File: config.mk
export PLATFORM = sky130hd
export DESIGN_NAME = xnor_popcount_acc
export DESIGN_NICKNAME = d
export VERILOG_FILES = /design/src/rtl/xnor_popcount_acc.sv
export SDC_FILE = /design/constraint.sdc
export NUM_CORES = 1
export LEC_CHECK = 0
export ABC_AREA = 1
export CORE_ASPECT_RATIO = 0.5
export CORE_MARGIN = 4
export CORE_UTILIZATION = 48
export DETAILED_ROUTE_END_ITERATION = 10
export PLACE_DENSITY = 0.83
export SLEW_MARGIN = 25
export SYNTH_ARGS = -nofsm -noshare
export SYNTH_HDL_FRONTEND = slang
export SYNTH_SLANG_ARGS = --single-unit
File: constraint.sdc
create_clock -name clk -period 2.4 [get_ports clk]
set_input_delay 0.24 -clock clk [delete_from_list [all_inputs] [get_ports clk]]
set_output_delay 0.24 -clock clk [all_outputs]
set_load 0.02 [all_outputs]
File: src/rtl/xnor_popcount_acc.sv
// Binary-neuron accumulator: XNOR-popcount of activation/weight chunks into a
// saturating running sum, then a threshold compare that yields one output bit.
module xnor_popcount_acc #(
    parameter int CHUNK_W = 16,
    parameter int SUM_W   = 16
) (
    input  logic               clk,
    input  logic               rst,
    input  logic               start,
    input  logic               in_valid,
    input  logic               in_last,
    input  logic [CHUNK_W-1:0] act_bits,
    input  logic [CHUNK_W-1:0] wgt_bits,
    input  logic [SUM_W-1:0]   threshold,
    output logic [SUM_W-1:0]   acc_sum,
    output logic               out_bit,
    output logic               out_valid,
    output logic               busy,
    output logic               overflow
);

    localparam int POP_W = $clog2(CHUNK_W + 1);

    typedef enum logic [1:0] {
        IDLE,
        ACC,
        CMP
    } state_t;

    state_t           state_q, state_d;
    logic [SUM_W-1:0] acc_q, acc_d;
    logic             out_bit_q, out_bit_d;
    logic             out_valid_q, out_valid_d;
    logic             busy_q, busy_d;
    logic             ovf_q, ovf_d;

    logic [POP_W-1:0] pop;
    logic [SUM_W-1:0] acc_base;
    logic [SUM_W:0]   sum_ext;
    logic             sat;
    logic [SUM_W-1:0] added;

    always_comb begin
        pop = '0;
        for (int i = 0; i < CHUNK_W; i++) begin
            pop = pop + POP_W'(act_bits[i] ~^ wgt_bits[i]);
        end
    end

    // A start on the same edge as a chunk makes that chunk the first one, so the
    // adder's base is forced to zero rather than the stale accumulator.
    always_comb begin
        acc_base = start ? '0 : acc_q;
        sum_ext  = {1'b0, acc_base} + (SUM_W + 1)'(pop);
        sat      = sum_ext[SUM_W];
        added    = sat ? '1 : sum_ext[SUM_W-1:0];
    end

    always_comb begin
        state_d     = state_q;
        acc_d       = acc_q;
        ovf_d       = ovf_q;
        out_bit_d   = out_bit_q;
        out_valid_d = 1'b0;
        if (start) begin
            state_d = ACC;
            acc_d   = '0;
            ovf_d   = 1'b0;
            if (in_valid) begin
                acc_d = added;
                ovf_d = sat;
                if (in_last) begin
                    state_d = CMP;
                end
            end
        end else begin
            case (state_q)
                ACC: begin
                    if (in_valid) begin
                        acc_d = added;
                        ovf_d = ovf_q | sat;
                        if (in_last) begin
                            state_d = CMP;
                        end
                    end
                end
                CMP: begin
                    out_bit_d   = (acc_q >= threshold);
                    out_valid_d = 1'b1;
                    state_d     = IDLE;
                end
                default: begin
                    state_d = IDLE;
                end
            endcase
        end
        busy_d = (state_d != IDLE);
    end

    always_ff @(posedge clk or negedge rst) begin
        if (!rst) begin
            state_q     <= IDLE;
            acc_q       <= '0;
            out_bit_q   <= 1'b0;
            out_valid_q <= 1'b0;
            busy_q      <= 1'b0;
            ovf_q       <= 1'b0;
        end else begin
            state_q     <= state_d;
            acc_q       <= acc_d;
            out_bit_q   <= out_bit_d;
            out_valid_q <= out_valid_d;
            busy_q      <= busy_d;
            ovf_q       <= ovf_d;
        end
    end

    assign acc_sum   = acc_q;
    assign out_bit   = out_bit_q;
    assign out_valid = out_valid_q;
    assign busy      = busy_q;
    assign overflow  = ovf_q;

endmodule

=== Word level (Yosys, flattened, before mapping) ===
Index checks and enable logic that the tools add are counted.

* Add/subtract/negate cells: 16
* Muxes and demuxes: 18
* Magnitude comparators: 1
* Reductions and logical operators: 5
* Equal/unequal tests: 2
* Bitwise logic cells: 18

{| class="wikitable"
|+ Operators with widths
! cell !! count
|-
| 2-to-1 mux 16 bit || 6
|-
| bitwise XNOR 1 x 1 -> 5 bit || 16
|-
| adder 5 bit || 15
|-
| adder 16 x 5 -> 17 bit || 1
|-
| >= comparator 16 bit || 1
|-
| 2-to-1 mux 2 bit || 6
|-
| 2-to-1 mux 1 bit || 6
|-
| nonzero test 2 bit || 3
|-
| AND reduction 2 bit || 2
|-
| == test 2 x 1 -> 1 bit, second input constant || 1
|-
| == test 2 bit, second input constant || 1
|-
| inverter 1 bit || 1
|-
| bitwise OR 1 bit || 1
|}

* Input port bits: 53
* Output and inout port bits: 20
* Word-level logic and storage cells: 66
* Register bits: 22

=== Longest topological paths before layout ===
* Depth in word-level cells: 21
* Gate-level depth with buffers: 21
* Mapped depth without buffers: 21

=== Worst setup path before layout ===
Ideal clock, no wire load.

* Path type: input to register
* Start: in wgt_bits[0]
* End: reg acc_q[13] (netlist: acc_sum[13])
* Buffers on the path: 1
* Data arrival time: 4556 ps
* Library setup time: 66 ps
* Slack: -2222 ps
* Stages on the path: 19
* Data required time: 2334 ps
* Cell sequence: xor2_1 fa_1 inv_1 fa_1 fa_1 inv_1 fa_1 inv_1 ha_1 inv_1 fa_1 fa_1 nand3b_1 nand2_1 nand2_1 nand2_2 nand3_4 buf_6 nand3_2

* Word-level cells in the longest chain between the ends: 21
* Elaborated cells on any way between the ends: 22

{| class="wikitable"
|+ Ends and longest elaborated chain
! item !! RTL line !! source
|-
| from (decl) || 13 || <nowiki>input logic [CHUNK_W-1:0] wgt_bits,</nowiki>
|-
| bitwise XNOR 1 x 1 -> 5 bit * || 46 || <nowiki>pop = pop + POP_W'(act_bits[i] ~^ wgt_bits[i]);</nowiki>
|-
| adder 5 bit * (15 in series) || 46 ||
|-
| adder 16 x 5 -> 17 bit * || 54 || <nowiki>sum_ext = {1'b0, acc_base} + (SUM_W + 1)'(pop);</nowiki>
|-
| 2-to-1 mux 16 bit * || 56 || <nowiki>added = sat ? '1 : sum_ext[SUM_W-1:0];</nowiki>
|-
| 2-to-1 mux 16 bit || 79 || <nowiki>if (in_valid) begin</nowiki>
|-
| 2-to-1 mux 16 bit || 77 || <nowiki>case (state_q)</nowiki>
|-
| 2-to-1 mux 16 bit * || 65 || <nowiki>if (start) begin</nowiki>
|-
| to (signal assigned) || 103 || <nowiki>acc_q <= '0;</nowiki>
|-
| to (signal assigned) || 110 || <nowiki>acc_q <= acc_d;</nowiki>
|-
| to (decl) || 31 || <nowiki>logic [SUM_W-1:0] acc_q, acc_d;</nowiki>
|}

Mark *: on every way between the ends. The rest lies on a longest branch, timed or not. The select of a mux whose other input is x is not followed.
A chain may end at the register's enable or synchronous reset.

=== Worst setup path in the final report ===
* Start: in wgt_bits[15]
* End: reg acc_q[12] (netlist: acc_sum[12])

* Word-level cells in the longest chain between the ends: 7
* Elaborated cells on any way between the ends: 8

{| class="wikitable"
|+ Ends and longest elaborated chain
! item !! RTL line
|-
| bitwise XNOR 1 x 1 -> 5 bit * || 46
|-
| adder 5 bit * || 46
|-
| adder 16 x 5 -> 17 bit * || 54
|-
| 2-to-1 mux 16 bit * || 56
|-
| 2-to-1 mux 16 bit || 79
|-
| 2-to-1 mux 16 bit || 77
|-
| 2-to-1 mux 16 bit * || 65
|}

Marked as above.

==> flow_summary_export.csv <==
group,metric,value,unit
worst_setup_path,crit_type,"in -> reg",
worst_setup_path,crit_chain,"buf_6 > xnor2_2 > fa_1 > fa_1 > fa_1 > inv_2 > fa_1 > inv_1 > ha_2 > inv_2 > fa_2 > fa_2 > nand3b_1 > nand2_2 > buf_6 > nand2_4 > nand2_4 > nand3_2 > nand3_2 > nand2_1",
global_route,grt_antenna_before_repair,0,
finish,seqCellArea,551,µm²
finish,final_cell_mix,"inv_1 (64), nand2_1 (61), clkdlybuf4s50_1 (54)",
clock_tree,cts.sinks,22,
placement,dp_hpwl,5440,µm
route,first_iter_violations,152,
power_and_ir_drop,power_leakage,1.85,nW
finish,nFillCells,361,
worst_setup_path,critPathLaunchType,"input pin",
clock_tree,cts_buffers,3,
floorplan,start_util,49.8,%
run_status,violations,"negative setup slack",
placement,dp_slack,-2.70,ns
global_route,grt_use_total,23.8,%
timing,tightest_slew,0.536,ns
timing,min_period_over_period,178,%
timing,fin_skew,0.00284,ns
floorplan,rows,18,
clock_tree,h-tree-depth,1,
hold_path,hp-class,"in -> async",
logic_synthesis,syn_area,0.00247,mm²
clock_tree,clk-insertion-delay-late,0.27,ns
finish,final_common_cell,"inv_1",
timing,fin_hold_ws,0.319,ns
floorplan,ios,73,
finish,area_growth,46.3,%
power_and_ir_drop,pwr_density_cell,919,mW/mm²
logic_synthesis,synth_cell_type_count,30,
worst_setup_path,worstSetupEndpointType,"register",
logic_synthesis,synth_nets,420,
route,antenna_left,0,
finish,multi_input_area,0.00179,mm²
clock_tree,ctsLongestPathBuffers,2,
worst_setup_path,max_stage_delay,0.56,ns
floorplan,fp.dieW,109,µm
timing,hold_viol_final,0,
route,drc,0,
timing,timing.slew.headroom,63.9,%
route,num_vias,2558,
worst_setup_path,cp_common_cell,"fa_1",
route,routed_wl,7350,µm
route,viasPerCell,5.15,
worst_setup_path,crit_fanout,3,
placement,port_buffers,72,
timing,drv_slew,0,
clock_tree,clkTransAtPathRegs,0.09,ns
run_status,outcome,"finished, violations left",
timing,setup_violations,17,
logic_synthesis,yosysSeqAreaShare,22.3,%
route,routedWlPerCell,14.8,µm
floorplan,die_h,58.7,µm
timing,finalWorstSetupSlack,-1.88,ns
floorplan,core_area,0.00495,mm²
finish,fin_area,0.00361,mm²
timing,fmax,0.234,GHz
global_route,grt_pass1_vias,2787,
global_route,grt_overflow,0,
finish,antennaDiodeCount,0,
finish,drive_gt1_share,25.3,%
placement,gp_congestion,0.961,
floorplan,die_area,0.00642,mm²
logic_synthesis,syn_inst,330,
placement,placed_area,0.00338,mm²
logic_synthesis,yosys_warnings,0,
worst_setup_path,required,2.57,ns
worst_setup_path,slowest_stage,"fa_1",
logic_synthesis,synth-seq-cells,22,
job,cap_violations,0,
global_route,grt_pass1_wl,12000,µm
worst_setup_path,arrival,4.45,ns
clock_tree,cts_tree,"done",
global_route,grt_max_degree,23,
timing,period_needed,4.28,ns
finish,fin_nets,518,
route,first_pass_iters,5,
logic_synthesis,syn_area_per_cell,7.48,µm²
power_and_ir_drop,ir_drop,750,µV
clock_tree,clockRootBuffer,"clkbuf_8",
timing,rsz0062_at_grt,"true",
flip-flops by register name, summed over array words and instances, names as in the netlist:
register	cells
acc_sum	16
busy	1
out_bit	1
state_q	2
overflow	1
out_valid	1
Yosys cell counts (all sizes together):
master | n | area share, %
dfrtp | 22 | 22
nand2 | 78 | 13
nand4 | 5 | 1.3
buf | 4 | 1.5
and2 | 1 | 0.25
o21ai | 6 | 1.2
nor3 | 5 | 1.0
a21boi | 1 | 0.30
nand3 | 36 | 9.8
inv | 71 | 11
fa | 11 | 8.9
or2 | 2 | 0.51
ha | 26 | 13
and3 | 1 | 0.25
xor2 | 7 | 2.5
nor2 | 27 | 5.3
a21oi | 10 | 2.0
o221ai | 1 | 0.35
xnor2 | 12 | 4.3
nand3b | 3 | 0.91
o211ai | 1 | 0.30
stage by stage:
stage / cells / utilization (%) / setup TNS (ns) / total power [mW]
2_1_floorplan: 330 / - / -31.53 / 1.79
3_3_place_gp: 484 / 68.1 / -42.36 / 2.38
3_5_place_dp: 484 / 68.1 / -44.88 / 2.54
4_1_cts: 493 / 71.6 / -34.50 / 3.05
5_1_grt: 497 / 72.9 / -34.32 / 3.64
6_report: 497 / 72.9 / -31.45 / 3.32
per-layer routing:
metal  global-route usage [%]  part of all wire (%)
met4                     11.0                   2.6
met5                        0                     0
met1                     26.2                    37
met2                     44.9                    53
met3                     4.27                   7.3
worst paths after layout:
| kind | startpoint | slack [ns] | cells past startpoint | to |
|---|---|---|---|---|
| max | wgt_bits[15] | -1.88 | 20 | acc_sum[12] |
| min | rst | 0.32 | 2 | busy |
| max reg2reg | acc_sum[0] | 0.32 | 13 | acc_sum[12] |
| min reg2reg | overflow | 0.51 | 2 | overflow |
| max in group asynchronous | rst | 1.86 | 2 | acc_sum[5] |
| min in group clk | overflow | 0.51 | 2 | overflow |
kinds of logic (layout without fill, tap and decap cells):
kind of cell	count (synthesis)	count (layout)	share of synthesized area, %
buf+inv	75	171	12.4
flops	22	22	22.3
compound gates	19	19	4.21
xor+xnor	19	19	6.74
fa+ha+maj	37	37	22.1
simple gates	158	159	32.2
repair_timing:
action	in CTS	in global routing
setup endpoints to repair	17	17
pin swaps	29	26
hold buffers	0	0
cloned	1	0
setup buffers	4	4
gates resized for setup	65	43
power by group:
group,total (mW),internal [mW],switching (mW)
clock network,0.283,0.147,0.136
logic,2.56,1.29,1.27
registers,0.474,0.426,0.0478
total,3.32,1.86,1.46
cell type report:
type                    count  area share, %
multi-input cells         234           49.5
well taps                  70           2.42
clock buffers               4           1.52
repair buffers             96           23.8
flip-flops and latches     22           15.2
inverters                  71           7.45
critical path: cells and delay by family:
family,cells,cell delay (ns)
xor gates and xnor gates,1,0.13
adders and majority gates,7,3.03
buffers and inverters,5,0.35
and+or+nand+nor,7,0.68
No activity file was read; power rests on OpenSTA's default activity.
